File: config.mk
export PLATFORM = sky130hd
export DESIGN_NAME = unidade_busca
export DESIGN_NICKNAME = d
export VERILOG_FILES = /design/src/rtl/pacote_riscv.sv /design/src/rtl/unidade_busca_if_id.sv /design/src/rtl/unidade_busca.sv
export SDC_FILE = /design/constraint.sdc
export NUM_CORES = 1
export LEC_CHECK = 0
export BUFFER_PORTS_ARGS = -buffer_cell sky130_fd_sc_hd__buf_2
export CORE_UTILIZATION = 46
export DETAILED_ROUTE_END_ITERATION = 16
export GPL_TIMING_DRIVEN = 0
export PLACE_DENSITY = 0.77
export RECOVER_POWER = 50
export REMOVE_ABC_BUFFERS = 1
export SKIP_LAST_GASP = 1
export SLEW_MARGIN = 15
export SYNTH_ARGS = -nofsm -noshare
export SYNTH_HDL_FRONTEND = slang
export SYNTH_HIERARCHICAL = 1
export SYNTH_SLANG_ARGS = --single-unit
File: constraint.sdc
create_clock -name clk -period 2.1 [get_ports clk]
set_input_delay 0.42 -clock clk [delete_from_list [all_inputs] [get_ports clk]]
set_output_delay 0.42 -clock clk [all_outputs]
set_load 0.02 [all_outputs]
File: src/rtl/pacote_riscv.sv
// Shared RV32 constants and types for the front-end stages.
package pacote_riscv;

    localparam int XLEN        = 32;
    localparam int INSTR_BYTES = 4;

    localparam logic [XLEN-1:0] NOP_WORD  = 32'h0000_0013;
    localparam logic [XLEN-1:0] HALT_WORD = 32'h0000_0063;

    localparam logic [6:0] OPC_LOAD   = 7'h03;
    localparam logic [6:0] OPC_OP_IMM = 7'h13;
    localparam logic [6:0] OPC_STORE  = 7'h23;
    localparam logic [6:0] OPC_OP     = 7'h33;
    localparam logic [6:0] OPC_BRANCH = 7'h63;

    typedef enum logic {
        ST_RUN    = 1'b0,
        ST_HALTED = 1'b1
    } estado_t;

    // Instruction fetch is word-granular; low address bits are dropped.
    function automatic logic [XLEN-1:0] alinha_palavra(input logic [XLEN-1:0] addr);
        return {addr[XLEN-1:2], 2'b00};
    endfunction

endpackage

File: src/rtl/unidade_busca_if_id.sv
// IF/ID pipeline register: flush beats stall, stall beats capture.
module registrador_if_id
    import pacote_riscv::*;
#(
    parameter logic [XLEN-1:0] NOP_WORD = pacote_riscv::NOP_WORD
) (
    input  logic            clk,
    input  logic            reset,
    input  logic            stall,
    input  logic            flush,
    input  logic [XLEN-1:0] pc_in,
    input  logic [XLEN-1:0] instr_in,
    output logic [XLEN-1:0] pc_out,
    output logic [XLEN-1:0] instr_out,
    output logic            valid_out
);

    logic [XLEN-1:0] pc_q;
    logic [XLEN-1:0] instr_q;
    logic            valid_q;

    // A flush leaves the PC field alone so the bubble still points at the last real slot.
    always_ff @(posedge clk) begin
        if (reset) begin
            pc_q    <= '0;
            instr_q <= NOP_WORD;
            valid_q <= 1'b0;
        end else if (flush) begin
            instr_q <= NOP_WORD;
            valid_q <= 1'b0;
        end else if (!stall) begin
            pc_q    <= pc_in;
            instr_q <= instr_in;
            valid_q <= 1'b1;
        end
    end

    assign pc_out    = pc_q;
    assign instr_out = instr_q;
    assign valid_out = valid_q;

endmodule

File: src/rtl/unidade_busca.sv
// Fetch stage: owns the PC, addresses the instruction ROM and fills the IF/ID register.
module unidade_busca
    import pacote_riscv::*;
#(
    parameter logic [XLEN-1:0] RESET_PC  = 32'h0000_0000,
    parameter logic [XLEN-1:0] HALT_WORD = pacote_riscv::HALT_WORD,
    parameter logic [XLEN-1:0] NOP_WORD  = pacote_riscv::NOP_WORD
) (
    input  logic            clk,
    input  logic            reset,
    input  logic            stall,
    input  logic            redirect,
    input  logic [XLEN-1:0] redirect_target,
    output logic [XLEN-1:0] imem_address,
    input  logic [XLEN-1:0] imem_instruction,
    output logic [XLEN-1:0] if_pc,
    output logic [XLEN-1:0] if_instruction,
    output logic            if_valid,
    output logic            halted,
    output logic            misaligned_error,
    output logic [XLEN-1:0] fetch_count
);

    estado_t         state_q, state_d;
    logic [XLEN-1:0] pc_q, pc_d;
    logic [XLEN-1:0] fetch_count_q, fetch_count_d;
    logic            halted_q, halted_d;
    logic            misaligned_q, misaligned_d;
    logic            is_halt_word;
    logic            if_hold;
    logic            if_flush;

    assign is_halt_word = (imem_instruction == HALT_WORD);

    always_comb begin
        state_d       = state_q;
        pc_d          = pc_q;
        fetch_count_d = fetch_count_q;
        halted_d      = halted_q;
        misaligned_d  = misaligned_q;
        if (redirect) begin
            pc_d     = alinha_palavra(redirect_target);
            state_d  = ST_RUN;
            halted_d = 1'b0;
            if (redirect_target[1:0] != 2'b00) begin
                misaligned_d = 1'b1;
            end
        end else if (!stall && state_q == ST_RUN) begin
            fetch_count_d = fetch_count_q + 1'b1;
            // The halt word is still delivered downstream, but the PC parks on it.
            if (is_halt_word) begin
                state_d  = ST_HALTED;
                halted_d = 1'b1;
            end else begin
                pc_d = pc_q + XLEN'(INSTR_BYTES);
            end
        end
    end

    always_ff @(posedge clk) begin
        if (reset) begin
            state_q       <= ST_RUN;
            pc_q          <= RESET_PC;
            fetch_count_q <= '0;
            halted_q      <= 1'b0;
            misaligned_q  <= 1'b0;
        end else begin
            state_q       <= state_d;
            pc_q          <= pc_d;
            fetch_count_q <= fetch_count_d;
            halted_q      <= halted_d;
            misaligned_q  <= misaligned_d;
        end
    end

    // While halted, each non-stalled edge inserts a bubble so the halt word is seen once.
    assign if_hold  = stall | (state_q == ST_HALTED);
    assign if_flush = redirect | ((state_q == ST_HALTED) & ~stall);

    registrador_if_id #(
        .NOP_WORD (NOP_WORD)
    ) u_if_id (
        .clk       (clk),
        .reset     (reset),
        .stall     (if_hold),
        .flush     (if_flush),
        .pc_in     (pc_q),
        .instr_in  (imem_instruction),
        .pc_out    (if_pc),
        .instr_out (if_instruction),
        .valid_out (if_valid)
    );

    assign imem_address     = pc_q;
    assign halted           = halted_q;
    assign misaligned_error = misaligned_q;
    assign fetch_count      = fetch_count_q;

endmodule

==> run metrics, run 1 <==
CP Capture Type flip-flop; WHS 202.2 ps; count of maximum capacitance violations 0; CTS hold repair buffers 0; insertion delay to the later sink of the worst-skew pair 410 ps; Gate Count Post-Synth 692; unrepaired setup endpoints after global routing yes; total core area 13190 um2; Yosys Warn Count 6; most common flop cell mapped by yosys sky130_fd_sc_hd__dfxtp_1; TritonCTS buffer count 17; cell with the largest stage delay on the worst path sky130_fd_sc_hd__dfxtp_1; post-route cell area 7810 um2; Peak VDD IR 0.0005576 V; number of global-route vias before repair 5323; Max FO, Critical Path 7; synthesized area per cell 8.943 um2; detailed-route vias per instance 5.422; Final Hold Fails 0; Die Area 13920 um2; buffer and inverter count on the worst path 0; antenna violations before repair 2; area share of the largest cell type after synthesis 0.4173; Hold Path Origin redirect_target[23]; worst slew pin tran 630.9 ps; # rows 42; CP delay by family, top simple AND/OR/NAND/NOR gates; residual DRC count 0; detailed-placement wirelength estimate 11.20 mm; wire length of the first global-routing pass 26.31 mm; sequential-to-total area share from yosys stat 0.4173; post-layout net count 943; final worst slack 102.3 ps; Synth-to-Final Area Change 26.20%; power per cell area 792.2 nW/um2; Die X-Extent 118.0 um; GRT Util Overall 0.2349; post-synthesis cell area 6188 um2; maximum frequency from static timing analysis 500.6 MHz; startpoint of the worst-slack reg-to-reg timing path imem_address[10]; number of detailed-route iterations in the first pass 6; Max-slew headroom 0.5728; share of the clock period used by the worst path after layout 0.9513; reg2reg path depth 5; EDFF count, synth 0; critical path, cell by cell nand3_4 > nor4_2 > o311ai_2 > mux2_4 > a2111oi_4; most used cells in the layout excluding fill and tap cells sky130_fd_sc_hd__dfxtp_1 (124), sky130_fd_sc_hd__clkbuf_1 (117), sky130_fd_sc_hd__nor2_1 (87), sky130_fd_sc_hd__buf_2 (78), sky130_fd_sc_hd__a21oi_1 (42); Largest stage delay, worst path 510 ps; ratio of cells with drive above 1 in the final layout 0.1874; Total Negative Setup Slacks 0 ps; instance count along the most critical hold path 3; gpl congestion 0.7557; die height 118.0 um; reg-to-reg endpoint imem_address[31]; maximum number of pins on one net before global-route repair 61; Hold Path Sink imem_address[23]; Initial Util 0.4692; category of the most critical setup path flip-flop to flip-flop; number of I/O pins 199; share of synthesized flip-flops with an asynchronous set or reset 0; post-synthesis register bit count 129; post-layout total power 6.187 mW; CTS H-tree lvls 4; number of max-slew violations in the final report 0; dpl cell area 7256 um2; Final setup violation count 0; sum of overflow across all layers after global routing 0; Fin Clk Skew 6.534 ps; internal reg-to-reg setup slack 100 ps; Worst Setup Slack post-DPL -961.5 ps; number of clock sinks seen by CTS 129; clock tree from TritonCTS done; leakage power of the design 2.837 nW; Max Buffers Root-to-Sink 2; Buffers on Ports 196; antenna-violating nets left 0; main area contributors after synthesis sky130_fd_sc_hd__dfxtp_1 (42%), sky130_fd_sc_hd__mux2i_1 (5.7%), sky130_fd_sc_hd__nor2_1 (5.3%); required time of the critical path 2420 ps; shortest period the worst path allows 1998 ps; root cell of the clock tree sky130_fd_sc_hd__clkbuf_16; initial detailed-routing violation count 258; number of distinct library cell variants in the gate-level netlist after synthesis 72; WL/cell 15.22 um; overall routed net length 16.20 mm; total via count in the routed design 5769; clock input transition at the sequential cells of the worst setup and hold paths 60 ps; Worst Setup Start Kind flip-flop; worst min path class input pin to flip-flop; run status finished, final reports clean; most frequent standard cell in the layout excluding fill and tap cells sky130_fd_sc_hd__dfxtp_1; library cell with the largest summed area after synthesis sky130_fd_sc_hd__dfxtp_1; CP Data Arrival Time 2310 ps
==> power breakdown <==
part / total [mW] / leakage (nW) / switching [mW] / internal, mW
logic: 0.623 / 1.48 / 0.390 / 0.233
registers: 2.64 / 1.05 / 0.101 / 2.54
clock network: 2.93 / 0.299 / 1.06 / 1.86
total: 6.19 / 2.84 / 1.55 / 4.63
==> worst min-delay path, stage by stage <==
cell,delay [ps]
sky130_fd_sc_hd__buf_2,80
sky130_fd_sc_hd__a32oi_1,40
sky130_fd_sc_hd__o41ai_1,50
==> cells in the mapped netlist, types with 7 or more instances <==
| cell type | number |
|---|---|
| sky130_fd_sc_hd__dfxtp_1 | 129 |
| sky130_fd_sc_hd__nand3_1 | 21 |
| sky130_fd_sc_hd__mux2i_1 | 35 |
| sky130_fd_sc_hd__nand2_1 | 32 |
| sky130_fd_sc_hd__o21ai_0 | 37 |
| sky130_fd_sc_hd__nor3_1 | 11 |
| sky130_fd_sc_hd__o21ai_1 | 7 |
| sky130_fd_sc_hd__buf_2 | 7 |
| sky130_fd_sc_hd__nand4_1 | 13 |
| sky130_fd_sc_hd__a311oi_1 | 10 |
| sky130_fd_sc_hd__a21oi_1 | 42 |
| sky130_fd_sc_hd__inv_1 | 21 |
| sky130_fd_sc_hd__xor2_1 | 8 |
| sky130_fd_sc_hd__clkbuf_1 | 26 |
| sky130_fd_sc_hd__buf_6 | 8 |
| sky130_fd_sc_hd__nor2_1 | 87 |
| sky130_fd_sc_hd__nor4_1 | 24 |
| sky130_fd_sc_hd__or3b_1 | 32 |
| sky130_fd_sc_hd__xnor2_1 | 21 |
| sky130_fd_sc_hd__or3_1 | 14 |
==> cell type report <==
type	count	area (um2)
fillers	1278	5380
multi-input cells	494	3312
flip-flops and latches	129	2589
repair buffers	209	1002
clock buffers	22	484.2
well taps	176	220.2
clock inverters	10	107.6
inverters	22	90.09
diodes	2	5.005
==> metal layers <==
layer	up-vias	routed length, um	track usage
met5	-	0	0
met3	15	1038	0.06880
met4	0	218	0.08894
li1	2881	-	-
met2	187	7684	0.3783
met1	2686	7255	0.2954
==> registers in the layout, indices dropped and copies added (netlist names) <==
register / count
halted: 1
u_if_id/instr_out: 32
u_if_id/valid_out: 1
u_if_id/pc_out: 32
fetch_count: 32
misaligned_error: 1
imem_address: 30
==> stage by stage <==
stage / util / std cells
4_1_cts: 0.5989 / 1060
5_1_grt: 0.5921 / 1064
3_3_place_gp: 0.5402 / 1017
3_5_place_dp: 0.5501 / 1023
2_1_floorplan: - / 645
6_report: 0.5921 / 1064
==> how the worst max path moves through the flow <==
stage	startpoint	endpoint	cells past startpoint
2_1_floorplan	halted	u_if_id/instr_out[10]	4
3_3_place_gp	stall	u_if_id/instr_out[26]	4
3_5_place_dp	redirect	u_if_id/instr_out[12]	5
4_1_cts	imem_instruction[16]	imem_address[31]	6
5_1_grt	halted	imem_address[31]	6
6_report	imem_address[10]	imem_address[31]	5
==> kinds of logic after synthesis <==
logic type               after synthesis  share of synthesized area
buffers and inverters                 72                    0.05782
multiplexers                          36                    0.05904
adder cells (fa/ha/maj)                2                   0.004043
flip-flops                           129                     0.4173
AO/OA/AOI/OAI                        140                     0.1520
other                                  1                  0.0006060
XOR/XNOR                              29                    0.04104
AND/OR/NAND/NOR                      283                     0.2681
==> repair_timing <==
item / in CTS / in global routing
gates resized for setup: 6 / 12
cloned: 0 / 0
setup endpoints to repair: 79 / 58
hold endpoints to repair: 0 / 0
pin swaps: 4 / 4
setup buffers: 5 / 2
(Power assumes the default switching activity.)
==> run 2, diff against run 1 <==
--- a/config.mk
+++ b/config.mk
@@ -6,14 +6,17 @@
 export NUM_CORES = 1
 export LEC_CHECK = 0
 export BUFFER_PORTS_ARGS = -buffer_cell sky130_fd_sc_hd__buf_2
-export CORE_UTILIZATION = 46
+export CELL_PAD_IN_SITES_DETAIL_PLACEMENT = 1
+export CELL_PAD_IN_SITES_GLOBAL_PLACEMENT = 1
+export CORE_UTILIZATION = 35
+export CTS_BUF_LIST = sky130_fd_sc_hd__clkbuf_8
 export DETAILED_ROUTE_END_ITERATION = 16
 export GPL_TIMING_DRIVEN = 0
-export PLACE_DENSITY = 0.77
+export PLACE_DENSITY = 0.8
 export RECOVER_POWER = 50
 export REMOVE_ABC_BUFFERS = 1
 export SKIP_LAST_GASP = 1
-export SLEW_MARGIN = 15
+export SLEW_MARGIN = 0
 export SYNTH_ARGS = -nofsm -noshare
 export SYNTH_HDL_FRONTEND = slang
 export SYNTH_HIERARCHICAL = 1
==> run metrics, run 2 (synthesis results as in run 1) <==
Max FO, Critical Path 8; Worst Setup Start Kind flip-flop; post-layout instance count excluding filler cells 1115; category of the most critical setup path flip-flop to flip-flop; # rows 48; most frequent standard cell in the layout excluding fill and tap cells sky130_fd_sc_hd__dfxtp_1; reg-to-reg endpoint imem_address[31]; total core area 17300 um2; WL/cell 17.84 um; root cell of the clock tree sky130_fd_sc_hd__clkbuf_8; register cell area after layout 2590 um2; GRT Util Overall 0.2186; total instance count after detailed placement 1070; post-layout total power 5.396 mW; initial detailed-routing violation count 280; critical path, cell by cell nand4_2 > nor4_2 > o311ai_4 > mux2_4 > a2111oi_4; startpoint of the worst-slack reg-to-reg timing path imem_address[17]; power per cell area 694.5 nW/um2; leakage power of the design 2.788 nW; final worst slack -94.19 ps; Initial Util 0.3578; sw power 1.530 mW; Die Area 18220 um2; cell with the largest stage delay on the worst path sky130_fd_sc_hd__dfxtp_1; Max Buffers Root-to-Sink 2; detailed-route vias per instance 5.389; overall routed net length 19.89 mm; reg2reg path depth 5; required time of the critical path 2440 ps; Max-slew headroom 0.4196; maximum number of pins on one net before global-route repair 73; clock network fraction of design power 0.389; shortest period the worst path allows 2194 ps; wire length of the first global-routing pass 30.97 mm; CP Data Arrival Time 2540 ps; footprint of the multi-input gates 3376 um2; count of maximum capacitance violations 0; TritonCTS buffer count 17; post-layout net count 946; maximum frequency from static timing analysis 455.7 MHz; internal reg-to-reg setup slack -90 ps; CTS H-tree lvls 4; antenna-violating nets left 0; number of I/O pins 199; cell internal pwr 3.866 mW; number of detailed-route iterations in the first pass 4; residual DRC count 0; Comb power frac 0.122; antenna violations before repair 4; gpl congestion 0.7536; Peak VDD IR 0.0004088 V; Total Negative Setup Slacks -164.3 ps; number of max-slew violations in the final report 0; ratio of cells with drive above 1 in the final layout 0.1914; worst slew pin tran 865.8 ps; sequential share of power 0.489; most used cells in the layout excluding fill and tap cells sky130_fd_sc_hd__dfxtp_1 (127), sky130_fd_sc_hd__clkbuf_1 (114), sky130_fd_sc_hd__nor2_1 (87), sky130_fd_sc_hd__buf_2 (81), sky130_fd_sc_hd__a21oi_1 (42); Buffers on Ports 196; sum of overflow across all layers after global routing 0; share of the clock period used by the worst path after layout 1.045; insertion delay to the later sink of the worst-skew pair 450 ps; buffer and inverter count on the worst path 0; number of clock sinks seen by CTS 129; clock tree from TritonCTS done; unrepaired setup endpoints after global routing yes; detailed-placement wirelength estimate 13.25 mm; number of inserted filler cells in the final layout 2141; CP delay by family, top simple AND/OR/NAND/NOR gates; die height 135.0 um; instance count along the most critical hold path 3; Hold Path Origin redirect_target[23]; Die X-Extent 135.0 um; violations in the final reports setup timing; Hold Path Sink imem_address[23]; Final Hold Fails 0; run status finished with violations; total via count in the routed design 6009; CP Capture Type flip-flop; Largest stage delay, worst path 490 ps; Synth-to-Final Area Change 25.56%; Fin Clk Skew 11.84 ps; worst min path class input pin to flip-flop; number of global-route vias before repair 5919; clock input transition at the sequential cells of the worst setup and hold paths 80 ps; Final setup violation count 3; switching power as a share of total power 0.2835
-- run 2: cell types whose count changed in the layout (fill, tap and decap cells not counted), sizes merged --
| cell | delta |
|---|---|
| clkbuf | -6 |
| o31ai | +1 |
| bufbuf | +1 |
| buf | +3 |
| clkinvlp | +4 |
| clkinv | -1 |
-- run 2: tightest hold or removal path, cell delays in order --
cell and delay (ps):
sky130_fd_sc_hd__buf_2 70, sky130_fd_sc_hd__a32oi_1 50, sky130_fd_sc_hd__o41ai_1 50
-- run 2: layer usage --
metal  wire (um)  vias up  GRT usage
met3        1301       22    0.06944
met5           0        -          0
met1        8612     2948     0.2613
met2        9712      160     0.3691
met4         266        0    0.07241
li1            -     2879          -
-- run 2: repair_timing --
| action | CTS | global route |
|---|---|---|
| gates resized for setup | 13 | 15 |
| endpoints found under the hold margin | 0 | 0 |
| cloned | 3 | 0 |
| hold buffers | 0 | 0 |
| endpoints found under the setup margin | 119 | 61 |
| setup buffers | 8 | 1 |
| pin swaps | 5 | 5 |
-- run 2: worst max-delay path by stage --
stage | start | to | slack (ps) | cells after the start
CTS | halted | imem_address[31] | -110 | 7
global route | imem_address[18] | imem_address[31] | -250 | 5
floorplan | halted | u_if_id/instr_out[10] | -2110 | 4
global placement | stall | u_if_id/instr_out[25] | -4620 | 4
detailed placement | redirect | u_if_id/instr_out[28] | -1460 | 5
finish | imem_address[17] | imem_address[31] | -90 | 5
-- run 2: cell type report --
type	count	share of cell area
multi-input combinational	495	0.4345
sequential	129	0.3333
timing repair buffer	210	0.1338
tap	225	0.03623
clock buffer	19	0.03366
clock inverter	12	0.01514
inverter	22	0.01208
timing repair inverter	1	0.0006441
antenna	2	0.0006441
-- run 2: stage by stage --
stage	instance area, um2	hold slack (ps)	worst slack (ps)	util
after floorplan	5924	484.3	-2115	-
after global placement	7187	429.6	-4617	0.4155
after detailed placement	7295	437.7	-1455	0.4217
after CTS	7851	155.4	-111.6	0.4539
after global routing	7767	179.3	-250.7	0.4491
final	7770	189.2	-94.19	0.4492
-- run 2: power by group through the flow --
| stage | Combinational, mW | Sequential [mW] | Clock, mW |
|---|---|---|---|
| after floorplan | 0.249 | 2.77 | 0 |
| final | 0.657 | 2.64 | 2.10 |
| after global placement | 0.619 | 2.69 | 0 |
| after global routing | 0.715 | 2.65 | 2.26 |
| after CTS | 0.679 | 2.64 | 2.16 |
| after detailed placement | 0.647 | 2.69 | 0 |
==> run 3, diff against run 2 <==
--- a/config.mk
+++ b/config.mk
@@ -14,7 +14,6 @@
 export GPL_TIMING_DRIVEN = 0
 export PLACE_DENSITY = 0.8
 export RECOVER_POWER = 50
-export REMOVE_ABC_BUFFERS = 1
 export SKIP_LAST_GASP = 1
 export SLEW_MARGIN = 0
 export SYNTH_ARGS = -nofsm -noshare
==> run metrics, run 3 (synthesis results as in run 1) <==
ratio of cells with drive above 1 in the final layout 0.2189; register cell area after layout 2604 um2; clock input transition at the sequential cells of the worst setup and hold paths 80 ps; number of clock sinks seen by CTS 129; Max Buffers Root-to-Sink 2; worst min path class input pin to flip-flop; most used cells in the layout excluding fill and tap cells sky130_fd_sc_hd__clkbuf_1 (119), sky130_fd_sc_hd__dfxtp_1 (116), sky130_fd_sc_hd__buf_2 (108), sky130_fd_sc_hd__nor2_1 (87), sky130_fd_sc_hd__a21oi_1 (42); Fin Clk Skew 11.21 ps; sw power 1.590 mW; total instance count after detailed placement 1116; Max FO, Critical Path 6; sum of overflow across all layers after global routing 0; maximum frequency from static timing analysis 493.4 MHz; residual DRC count 0; Die Area 18220 um2; Worst Setup Start Kind flip-flop; antenna violations before repair 4; run status finished, final reports clean; number of I/O pins 199; wire length of the first global-routing pass 32.12 mm; total core area 17300 um2; Die X-Extent 135.0 um; clock tree from TritonCTS done; overall routed net length 20.48 mm; Initial Util 0.3578; worst slew pin tran 681.5 ps; startpoint of the worst-slack reg-to-reg timing path imem_address[9]; leakage power of the design 2.853 nW; required time of the critical path 2450 ps; post-layout total power 5.244 mW; post-layout instance count excluding filler cells 1150; post-layout net count 980; unrepaired setup endpoints after global routing yes; Synth-to-Final Area Change 25.35%; number of max-slew violations in the final report 0; detailed-placement wirelength estimate 15.50 mm; initial detailed-routing violation count 227; Hold Path Origin redirect_target[23]; CTS H-tree lvls 4; Comb power frac 0.127; sequential share of power 0.506; clock network fraction of design power 0.367; total via count in the routed design 6107; CP Capture Type flip-flop; Buffers on Ports 196; root cell of the clock tree sky130_fd_sc_hd__clkbuf_8; GRT Util Overall 0.2277; WHS 191.9 ps; Max-slew headroom 0.5457; most frequent standard cell in the layout excluding fill and tap cells sky130_fd_sc_hd__clkbuf_1; TritonCTS buffer count 17; detailed-route vias per instance 5.310; final worst slack 73.06 ps; number of inserted filler cells in the final layout 2136; Worst Setup SP imem_address[9]; category of the most critical setup path flip-flop to flip-flop; count of maximum capacitance violations 0; Final setup violation count 0; WL/cell 17.81 um; footprint of the multi-input gates 3291 um2; cell internal pwr 3.654 mW; gpl congestion 0.8155; shortest period the worst path allows 2027 ps; CTS hold repair buffers 0; share of the clock period used by the worst path after layout 0.9652; CP Data Arrival Time 2370 ps; power per cell area 676.0 nW/um2; # rows 48; switching power as a share of total power 0.3032; number of global-route vias before repair 6067; insertion delay to the later sink of the worst-skew pair 450 ps; Final Hold Fails 0; antenna-violating nets left 0; Peak VDD IR 0.0003988 V; maximum number of pins on one net before global-route repair 17; die height 135.0 um; final core area utilization 0.4485; number of detailed-route iterations in the first pass 4; Worst Setup Slack post-DPL -867.6 ps
run 3: cell count changes in the layout (fill, tap and decap cells not counted), sizes merged:
cell      before  now
buf           95  125
inv           22   23
clkinvlp       4    2
clkbuf       133  140
clkinv         7   10
o31ai          7    6
bufbuf         1    0
bufinv         2    0
run 3: final cells by class:
class / instances / area share
plain buffers: 49 / 0.03548
clock inverters: 13 / 0.01145
repair buffers: 197 / 0.1119
diodes: 2 / 0.0006452
multi-input cells: 494 / 0.4242
inverters: 22 / 0.01065
flip-flops and latches: 129 / 0.3356
clock buffers: 19 / 0.03371
well taps: 225 / 0.03629
run 3: what timing repair did:
| item | 4_1_cts | 5_1_grt |
|---|---|---|
| pin swaps | 1 | 1 |
| gates resized for setup | 5 | 23 |
| endpoints found under the setup margin | 71 | 57 |
| buffers inserted | 1 | 0 |
| cloned | 0 | 0 |
| endpoints found under the hold margin | 0 | 0 |
run 3: routing by layer:
metal,track usage,part of all wire,vias to the layer above
met3,0.04842,0.056,36
met4,0.09800,0.024,2
met2,0.3720,0.47,167
met1,0.2891,0.45,2942
met5,0,0.00049,-
li1,-,-,2960
run 3: path summary, 6_finish.rpt:
kind	slack [ps]	to	cells after the start
setup / recovery	70	imem_address[31]	5
hold / removal	190	imem_address[23]	3
setup reg to reg	70	imem_address[31]	5
hold reg to reg	450	u_if_id/valid_out	2
run 3: power by group through the flow:
stage          sequential (mW)  clock (mW)  combinational [mW]
6_report                  2.65        1.93               0.667
5_1_grt                   2.67        2.09               0.722
4_1_cts                   2.64        1.99               0.681
3_5_place_dp              2.70           0               0.676
3_3_place_gp              2.70           0               0.665
2_1_floorplan             2.77           0               0.313
run 3: worst max-delay path: stages, from the launching register on:
cell                        delay [ps]
sky130_fd_sc_hd__dfxtp_1           520
sky130_fd_sc_hd__nand3_4           190
sky130_fd_sc_hd__nor4_1            320
sky130_fd_sc_hd__o311ai_1          240
sky130_fd_sc_hd__mux2_4            360
sky130_fd_sc_hd__a2111oi_4         300
run 3: metrics by stage:
stage               area (um2)  setup TNS (ps)
floorplan                 6200               0
global placement          7462          -61950
detailed placement        7462          -61290
CTS                       7823               0
global route              7755          -36.39
finish                    7757               0
